### src/rtl/mul_div_controller_pkg.sv
// rtl/mul_div_controller_pkg.sv - shared types and constants for the multiply/divide unit
package mdu_pkg;

  typedef enum logic [2:0] {
    IDLE,
    MUL_WAIT,
    DIV_RUN,
    DIV_FIX,
    DONE
  } mdu_state_t;

  localparam logic OP_MUL    = 1'b0;
  localparam logic OP_DIV    = 1'b1;
  localparam int   DIV_ITERS = 32;

  // Two's-complement magnitude; 0x80000000 maps to itself as an unsigned value.
  function automatic logic [31:0] abs32(input logic [31:0] x);
    return x[31] ? (~x + 32'd1) : x;
  endfunction

endpackage

### src/rtl/mul_div_controller_if.sv
// rtl/mul_div_controller_if.sv - request/result bus of the multiply/divide unit
interface mul_div_controller_if;

  logic        start;
  logic        op;
  logic [31:0] a;
  logic [31:0] b;
  logic        busy;
  logic        done;
  logic [31:0] hi;
  logic [31:0] lo;
  logic        div_by_zero;

  modport master (
    output start, op, a, b,
    input  busy, done, hi, lo, div_by_zero
  );

  modport slave (
    input  start, op, a, b,
    output busy, done, hi, lo, div_by_zero
  );

endinterface

### src/rtl/div_restore_step.sv
// rtl/div_restore_step.sv - one combinational iteration of restoring division
module div_restore_step (
  input  logic [31:0] rem_i,
  input  logic [31:0] quo_i,
  input  logic [31:0] dvs_i,
  output logic [31:0] rem_o,
  output logic [31:0] quo_o
);

  logic [32:0] shifted;
  logic [32:0] diff;

  // rem_i < dvs_i <= 2^31 always holds, so shifted never exceeds 32 bits and diff[32] is the sign.
  always_comb begin
    shifted = {rem_i, quo_i[31]};
    diff    = shifted - {1'b0, dvs_i};
    if (!diff[32]) begin
      rem_o = diff[31:0];
      quo_o = {quo_i[30:0], 1'b1};
    end else begin
      rem_o = shifted[31:0];
      quo_o = {quo_i[30:0], 1'b0};
    end
  end

endmodule

### src/rtl/multiplier_32b.sv
// rtl/multiplier_32b.sv - combinational 32x32 signed multiplier, 64-bit product
module multiplier_32b (
  input  logic [31:0] a_i,
  input  logic [31:0] b_i,
  output logic [63:0] p_o
);

  logic [63:0] a_ext;
  logic [63:0] b_ext;

  // Sign-extend first so the low 64 bits of the product are the signed result.
  assign a_ext = {{32{a_i[31]}}, a_i};
  assign b_ext = {{32{b_i[31]}}, b_i};
  assign p_o   = a_ext * b_ext;

endmodule

### src/rtl/mul_div_controller.sv
// rtl/mul_div_controller.sv - start/busy/done sequencer for MUL settle window and restoring DIV
module mul_div_controller
  import mdu_pkg::*;
#(
  parameter int MUL_CYCLES = 2
) (
  input  logic                 clk,
  input  logic                 reset,
  mul_div_controller_if.slave  bus
);

  localparam logic [3:0] MUL_LOAD  = 4'(MUL_CYCLES - 1);
  localparam logic [4:0] ITER_LAST = 5'(DIV_ITERS - 1);

  mdu_state_t  state_q;
  logic [31:0] a_q, b_q;
  logic [3:0]  cnt_q;
  logic [4:0]  iter_q;
  logic [31:0] rem_q, quo_q, dvs_q;
  logic        neg_quo_q, neg_rem_q;
  logic [31:0] hi_q, lo_q;
  logic        busy_q, done_q, dbz_q;

  logic [63:0] prod;
  logic [31:0] rem_d, quo_d;

  // Product is only sampled at the end of MUL_WAIT: a multicycle path from a_q/b_q.
  multiplier_32b u_mul (
    .a_i (a_q),
    .b_i (b_q),
    .p_o (prod)
  );

  div_restore_step u_step (
    .rem_i (rem_q),
    .quo_i (quo_q),
    .dvs_i (dvs_q),
    .rem_o (rem_d),
    .quo_o (quo_d)
  );

  always_ff @(posedge clk) begin
    if (reset) begin
      state_q   <= IDLE;
      a_q       <= '0;
      b_q       <= '0;
      cnt_q     <= '0;
      iter_q    <= '0;
      rem_q     <= '0;
      quo_q     <= '0;
      dvs_q     <= '0;
      neg_quo_q <= 1'b0;
      neg_rem_q <= 1'b0;
      hi_q      <= '0;
      lo_q      <= '0;
      busy_q    <= 1'b0;
      done_q    <= 1'b0;
      dbz_q     <= 1'b0;
    end else begin
      done_q <= 1'b0;
      case (state_q)
        IDLE, DONE: begin
          state_q <= IDLE;
          if (bus.start) begin
            a_q <= bus.a;
            b_q <= bus.b;
            if (bus.op == OP_MUL) begin
              state_q <= MUL_WAIT;
              cnt_q   <= MUL_LOAD;
              busy_q  <= 1'b1;
            end else if (bus.b == '0) begin
              state_q <= DONE;
              lo_q    <= '1;
              hi_q    <= bus.a;
              dbz_q   <= 1'b1;
              done_q  <= 1'b1;
            end else begin
              state_q   <= DIV_RUN;
              iter_q    <= '0;
              rem_q     <= '0;
              quo_q     <= abs32(bus.a);
              dvs_q     <= abs32(bus.b);
              neg_quo_q <= bus.a[31] ^ bus.b[31];
              neg_rem_q <= bus.a[31];
              busy_q    <= 1'b1;
            end
          end
        end
        MUL_WAIT: begin
          if (cnt_q == 4'd0) begin
            hi_q    <= prod[63:32];
            lo_q    <= prod[31:0];
            dbz_q   <= 1'b0;
            done_q  <= 1'b1;
            busy_q  <= 1'b0;
            state_q <= DONE;
          end else begin
            cnt_q <= cnt_q - 4'd1;
          end
        end
        DIV_RUN: begin
          rem_q  <= rem_d;
          quo_q  <= quo_d;
          iter_q <= iter_q + 5'd1;
          if (iter_q == ITER_LAST) begin
            state_q <= DIV_FIX;
          end
        end
        DIV_FIX: begin
          // Truncating division: remainder takes the sign of the dividend.
          lo_q    <= neg_quo_q ? (~quo_q + 32'd1) : quo_q;
          hi_q    <= neg_rem_q ? (~rem_q + 32'd1) : rem_q;
          dbz_q   <= 1'b0;
          done_q  <= 1'b1;
          busy_q  <= 1'b0;
          state_q <= DONE;
        end
        default: begin
          state_q <= IDLE;
          busy_q  <= 1'b0;
        end
      endcase
    end
  end

  assign bus.busy        = busy_q;
  assign bus.done        = done_q;
  assign bus.hi          = hi_q;
  assign bus.lo          = lo_q;
  assign bus.div_by_zero = dbz_q;

endmodule

### src/flat_wrapper.sv
// flat-port wrapper written by rule: the top's interface ports become plain ports
module mul_div_controller_flat import mdu_pkg::*;
#(
  parameter int MUL_CYCLES = 2
)
  (clk, reset, bus_start, bus_op, bus_a, bus_b, bus_busy, bus_done, bus_hi, bus_lo, bus_div_by_zero);
  mul_div_controller_if bus_i ();
  input  logic clk;
  input  logic reset;
  input wire logic [$bits(bus_i.start)-1:0] bus_start;
  input wire logic [$bits(bus_i.op)-1:0] bus_op;
  input wire logic [$bits(bus_i.a)-1:0] bus_a;
  input wire logic [$bits(bus_i.b)-1:0] bus_b;
  output wire logic [$bits(bus_i.busy)-1:0] bus_busy;
  output wire logic [$bits(bus_i.done)-1:0] bus_done;
  output wire logic [$bits(bus_i.hi)-1:0] bus_hi;
  output wire logic [$bits(bus_i.lo)-1:0] bus_lo;
  output wire logic [$bits(bus_i.div_by_zero)-1:0] bus_div_by_zero;
  assign bus_i.start = bus_start;
  assign bus_i.op = bus_op;
  assign bus_i.a = bus_a;
  assign bus_i.b = bus_b;
  assign bus_busy = bus_i.busy;
  assign bus_done = bus_i.done;
  assign bus_hi = bus_i.hi;
  assign bus_lo = bus_i.lo;
  assign bus_div_by_zero = bus_i.div_by_zero;
  mul_div_controller #(.MUL_CYCLES(MUL_CYCLES)) u_core (.clk(clk), .reset(reset), .bus(bus_i));
endmodule
### config.mk
export PLATFORM = sky130hd
export DESIGN_NAME = mul_div_controller_flat
export DESIGN_NICKNAME = d
export VERILOG_FILES = /design/src/rtl/mul_div_controller_pkg.sv /design/src/rtl/mul_div_controller_if.sv /design/src/rtl/div_restore_step.sv /design/src/rtl/multiplier_32b.sv /design/src/rtl/mul_div_controller.sv /design/src/flat_wrapper.sv
export SDC_FILE = /design/constraint.sdc
export NUM_CORES = 2
export LEC_CHECK = 0
export ABC_AREA = 1
export CAP_MARGIN = 0
export CORE_MARGIN = 2
export CORE_UTILIZATION = 25
export CTS_CLUSTER_DIAMETER = 80
export DETAILED_ROUTE_END_ITERATION = 7
export SYNTH_ARGS = -nofsm -noshare
export SYNTH_HDL_FRONTEND = slang
export SYNTH_SLANG_ARGS = --single-unit
### constraint.sdc
create_clock -name clk -period 6.7 [get_ports clk]
set_clock_uncertainty 0.1 [all_clocks]
set_input_delay 1.34 -clock clk [delete_from_list [all_inputs] [get_ports clk]]
set_output_delay 1.34 -clock clk [all_outputs]
set_load 0.05 [all_outputs]
# == After elaboration in Yosys (flattened, before gate mapping) ==
# Cells that the tools add are included.
# classes
mux,52
n_eq_ne,14
add_sub_neg,7
n_reduce_logical,14
bitwise_logic,7
mul,1
# op_table
operator,count
2-to-1 mux 32 bit,19
one-hot mux 32 bit (3 select lines),2
"adder 32 x 1 -> 32 bit, second input constant",4
inverter 32 bit,4
one-hot mux 32 bit (2 select lines),2
multiplier 32 x 32 -> 64 bit,1
subtractor 33 x 32 -> 33 bit,1
logical NOT 32 bit,1
AND reduction 4 bit,4
2-to-1 mux 3 bit,5
2-to-1 mux 5 bit,3
2-to-1 mux 1 bit,12
2-to-1 mux 4 bit,3
one-hot mux 3 bit (4 select lines),1
"inequality test 2 bit, second input constant",5
one-hot mux 5 bit (2 select lines),1
one-hot mux 1 bit (3 select lines),3
one-hot mux 4 bit (2 select lines),1
"== test 3 x 2 -> 1 bit, second input constant",2
"inequality test 2 x 1 -> 1 bit, second input constant",3
"adder 5 x 1 -> 5 bit, second input constant",1
"== test 5 bit, second input constant",1
AND reduction 5 bit,1
logical NOT 4 bit,1
other kinds (11),14
# totals
out_inout_bits,67
elab_cells,110
ff_bits,241

# == Logic depth before layout (Yosys ltp) ==
# logic_depth
ltp_word,7
mapped_depth,36

# == By module ==
# From an unflattened synthesis, not the netlist that was laid out.
# hier_totals
cells_unflattened,7854
hier_area_um2,55638.4
# by_module_without_submodules
mod,n_inst,seq_area_each_um2,area_each_um2,cells_per_inst
multiplier_32b,1,0.0,38883.5,5047
mul_div_controller,1,4824.6,13371.6,2096
div_restore_step,1,0.0,3383.2,711

# == Least setup slack after synthesis ==
# Ideal clock, no wire load.
# synth_path
kind,register -> register
from,register u_core.a_q[31]
to,"register u_core.hi_q[25], in the netlist u_core.bus.hi[25]"
path_buffers,1
t_arrival_ns,7.125
stages_incl_launch_ff,31
slack_ns,-0.657
setup_time_ns,0.132
cell_sequence,dfxtp_1 -> clkbuf_1 -> nand2_1 -> inv_1 -> fa_1 -> inv_1 -> fa_1 -> inv_1 -> fa_1 -> fa_1 -> inv_1 -> fa_1 -> inv_1 -> fa_1 -> inv_1 -> fa_1 -> inv_1 -> fa_1 -> ha_1 -> nand2_1 -> nor2_1 -> inv_1 -> nor3_1 -> and2_1 -> nand2_1 -> nand3_1 -> nand2_1 -> nand3_1 -> nand2_1 -> nand2_1 -> a21oi_1
# synth_between
elab_chain_cells,3
# synth_lines
item,line_no,text
"start, declared",mul_div_controller.sv:16,"logic [31:0] a_q, b_q;"
"start signal, assigned",mul_div_controller.sv:65,a_q <= bus.a;
multiplier 32 x 32 -> 64 bit,multiplier_32b.sv:14,assign p_o = a_ext * b_ext;
2-to-1 mux 32 bit,mul_div_controller.sv:90,if (cnt_q == 4'd0) begin
one-hot mux 32 bit (3 select lines),mul_div_controller.sv:61,case (state_q)
"end signal, assigned",mul_div_controller.sv:74,hi_q <= bus.a;
"end signal, assigned",mul_div_controller.sv:91,hi_q <= prod[63:32];
"end signal, assigned",mul_div_controller.sv:112,hi_q <= neg_rem_q ? (~rem_q + 32'd1) : rem_q;
"end, declared",mul_div_controller.sv:21,"logic [31:0] hi_q, lo_q;"
# Every way passes these cells. The select of a mux whose other input is x is not followed.
# A chain may end at the register's enable or synchronous reset.

# == Final worst setup path ==
# layout_path
from,register u_core.a_q[17]
to,"register u_core.hi_q[3], in the netlist u_core.bus.hi[3]"
# The elaborated chain is that of the path after synthesis.

==> results.md <==
- Run status: finished, violations left
- Failing checks: setup timing
- Largest net degree at the start of global routing: 77
- Wire per inst: around 20 um
- Achievable Freq: 0.140 GHz
- DR iter-0 viols: 4338
- CP delay by family, top: adder cells
- CP bufs+invs: 10
- Slew margin rel.: 28.9%
- Final WS setup: -0.429 ns
- Chip width: approximately 470 um
- EDFF count, synth: 0
- Clk_lat worst skew: 0.63 ns
- Synthesis warning total: 0
- Setup WS pre-CTS: -0.941 ns
- 1st-pass router iterations: 6
- Vias: about 50000
- Worst setup EP type: flip-flop
- Chip Height: 469 um
- Synthesized flop and latch total: ~240
- CTS clk-pin slew, worst paths: ~0.060 ns
- Max Slew Vio Count: 0
- Total gr overflow: 0
- # setup viols final: 45
- FF/Latch Area: 4930 um2
- Final GP Congestion: 0.947
- Vias in the first global route: 52200
- Crit start category: flip-flop
- Tmin final: 7.13 ns
- DIE AREA: approximately 220000 um2
- Hold buffers post-CTS: 0
- CP max stage cell: fa_2
- Worst-case clock buffer depth: 3
- Core area: 215000 um2
- Async S/R FF share, synth: 0%
- CP max FO: 6
- CTS tree: done
- Worst-Margin Slew: between 1 and 1.5 ns
- Fin crit share: 106%
- Max Cap Viol: 0
- DRC violations left: 0
- Layout cell share with drive strength beyond 1: between 10% and 20%
- CP max stage delay: 0.60 ns
- Synth Cell Area: between 50000 and 60000 um2
- Hold Path Class: flip-flop to flip-flop
- CTS Buf Count: 37
- RSZ-0062 raised after global routing: true
- Row cnt: 170
- CP required: 7.13 ns
- Post-Syn Nets: 8854
- Post-Route Setup TNS: -12.21 ns
- First-pass GRT wire length: 324 mm
- CP most frequent cell: nand2_1
- CTS root buf: clkbuf_16
- Arrival time at the worst endpoint: roughly 7.6 ns
- All-Layer GR Usage: about a fifth
- Final nets: ~9400
- Sequential area share after synthesis: 8.92%
- Detailed Route WL: 219 mm
- H-tree levels: 2
- Syn_area_per_cell: just over 7 um2
- IO Count: 135
- WS Path Type: flip-flop to flip-flop
- Fillers: 22600
- Antenna-violating nets left: 0
- Post-DP HPWL: 179 mm
- Initial Utilization: 25.2%
- CTS Sinks: ~240
- Vias per inst: 4.62
- Area of the multi-input gates: 43200 um2
- Fin. Hold Viols: 0
- Flop-to-flop setup slack: -0.43 ns
- Synthesis-to-layout area growth: 28.4%
- Top_reg_cell synth: dfxtp_1
- Antenna violations before repair: 21
- Syn Inst Count: 7479
- Buffers on Ports: roughly 130
- Distinct cells, synth: 52
[per-layer routing]
metal	vias to the layer above	share of wire, %	GRT usage (%)
met5	-	0.042	0
met3	370	8.0	3.18
li1	22900	-	-
met1	25300	42	26.1
met2	1920	46	31.5
met4	14	4.6	6.26
[cell families (layout without fill, tap and decap cells)]
group / count (synthesis) / after routing / synth area share, %
and+or+nand+nor: 2835 / 2835 / 21.1
buffers and inverters: 2310 / 2916 / 16.2
adders and majority gates: 1307 / 1307 / 45.3
AOI/OAI and AO/OA: 668 / 668 / 6.60
DFF: 241 / 241 / 8.92
xor gates and xnor gates: 118 / 118 / 1.91
other: 0 / 10 / 0
[Yosys cell counts, drive strengths merged (2+ instances only)]
library cell,n,area [um2]
a211oi,2,15.0
xor2,77,674
a22oi,5,37.5
o221ai,6,58.8
nor3,64,330
and2,2,12.5
nand3b,13,97.6
nor2,396,1520
o21ai,270,1360
inv,1941,7290
clkbuf,329,1230
or2,15,93.8
o21a,11,82.6
dfxtp,241,4820
o31ai,2,15.0
nand3,287,1440
o211ai,13,97.6
xnor2,41,359
nand2,1992,7480
and3,5,31.3
o21bai,10,75.1
nor4,7,50.1
a32o,2,20.0
nand4,50,313
a21boi,5,37.5
fa,1083,21700
buf,39,235
a31oi,24,150
o22ai,11,68.8
a21oi,301,1510
ha,224,2800
a21o,4,30.0
nor3b,3,27.5
[cell usage in the layout (no fill, tap or decap), drive strengths merged, types with 64 or more instances in the layout]
master / count
a21oi: 301
inv: 1942
clkdlybuf4s50: 133
o21ai: 270
buf: 761
fa: 1083
xor2: 77
ha: 224
nand3: 287
clkbuf: 65
nor3: 64
nor2: 396
nand2: 1992
dfxtp: 241
[flip-flops by register name, indices dropped and copies added, names as in the netlist]
register / cells
u_core.bus.busy: 1
u_core.dvs_q: 32
u_core.quo_q: 32
u_core.b_q: 32
u_core.neg_quo_q: 1
u_core.state_q: 3
u_core.iter_q: 5
u_core.bus.div_by_zero: 1
u_core.a_q: 32
u_core.cnt_q: 4
u_core.bus.lo: 32
u_core.bus.done: 1
u_core.neg_rem_q: 1
u_core.bus.hi: 32
u_core.rem_q: 32
[tightest hold or removal path, cell delays in order (launching register included)]
cell and delay [ns]:
dfxtp_1 0.31, nand2_1 0.06, a21oi_1 0.05
[timing repair]
action,CTS,global route
cloned,6,14
pin swaps,144,221
buffers inserted,62,69
resized for setup,434,461
endpoints found under the setup margin,54,54
[through the flow]
stage | utilization [%] | area (um2) | instances | hold slack [ns]
final | 32.3 | 69400 | 10900 | 0.368
after global routing | 32.3 | 69400 | 10900 | 0.401
after CTS | 31.2 | 66900 | 10800 | 0.377
after detailed placement | 29.5 | 63500 | 10700 | 0.361
after global placement | 29.5 | 63500 | 10700 | 0.353
after floorplan | - | 54400 | 7479 | 0.332
[layout make-up]
type | instances | area share, %
Tap cell | 2838 | 5.12
Sequential cell | 241 | 7.10
Inverter | 1942 | 10.6
Timing Repair Buffer | 908 | 13.1
Multi-Input combinational cell | 4928 | 62.3
Clock inverter | 14 | 0.369
Clock buffer | 52 | 1.49
Antenna cell | 10 | 0.0360
[final timing paths]
check,from,cells after the start,end
setup / recovery,u_core.a_q[17],31,u_core.bus.hi[3]
hold / removal,u_core.bus.busy,2,u_core.bus.busy
setup reg to reg,u_core.a_q[17],31,u_core.bus.hi[3]
hold reg to reg,u_core.bus.busy,2,u_core.bus.busy
Power is not shown: default switching activity piles up to over one toggle a cycle in this logic, so the estimate is an artifact.
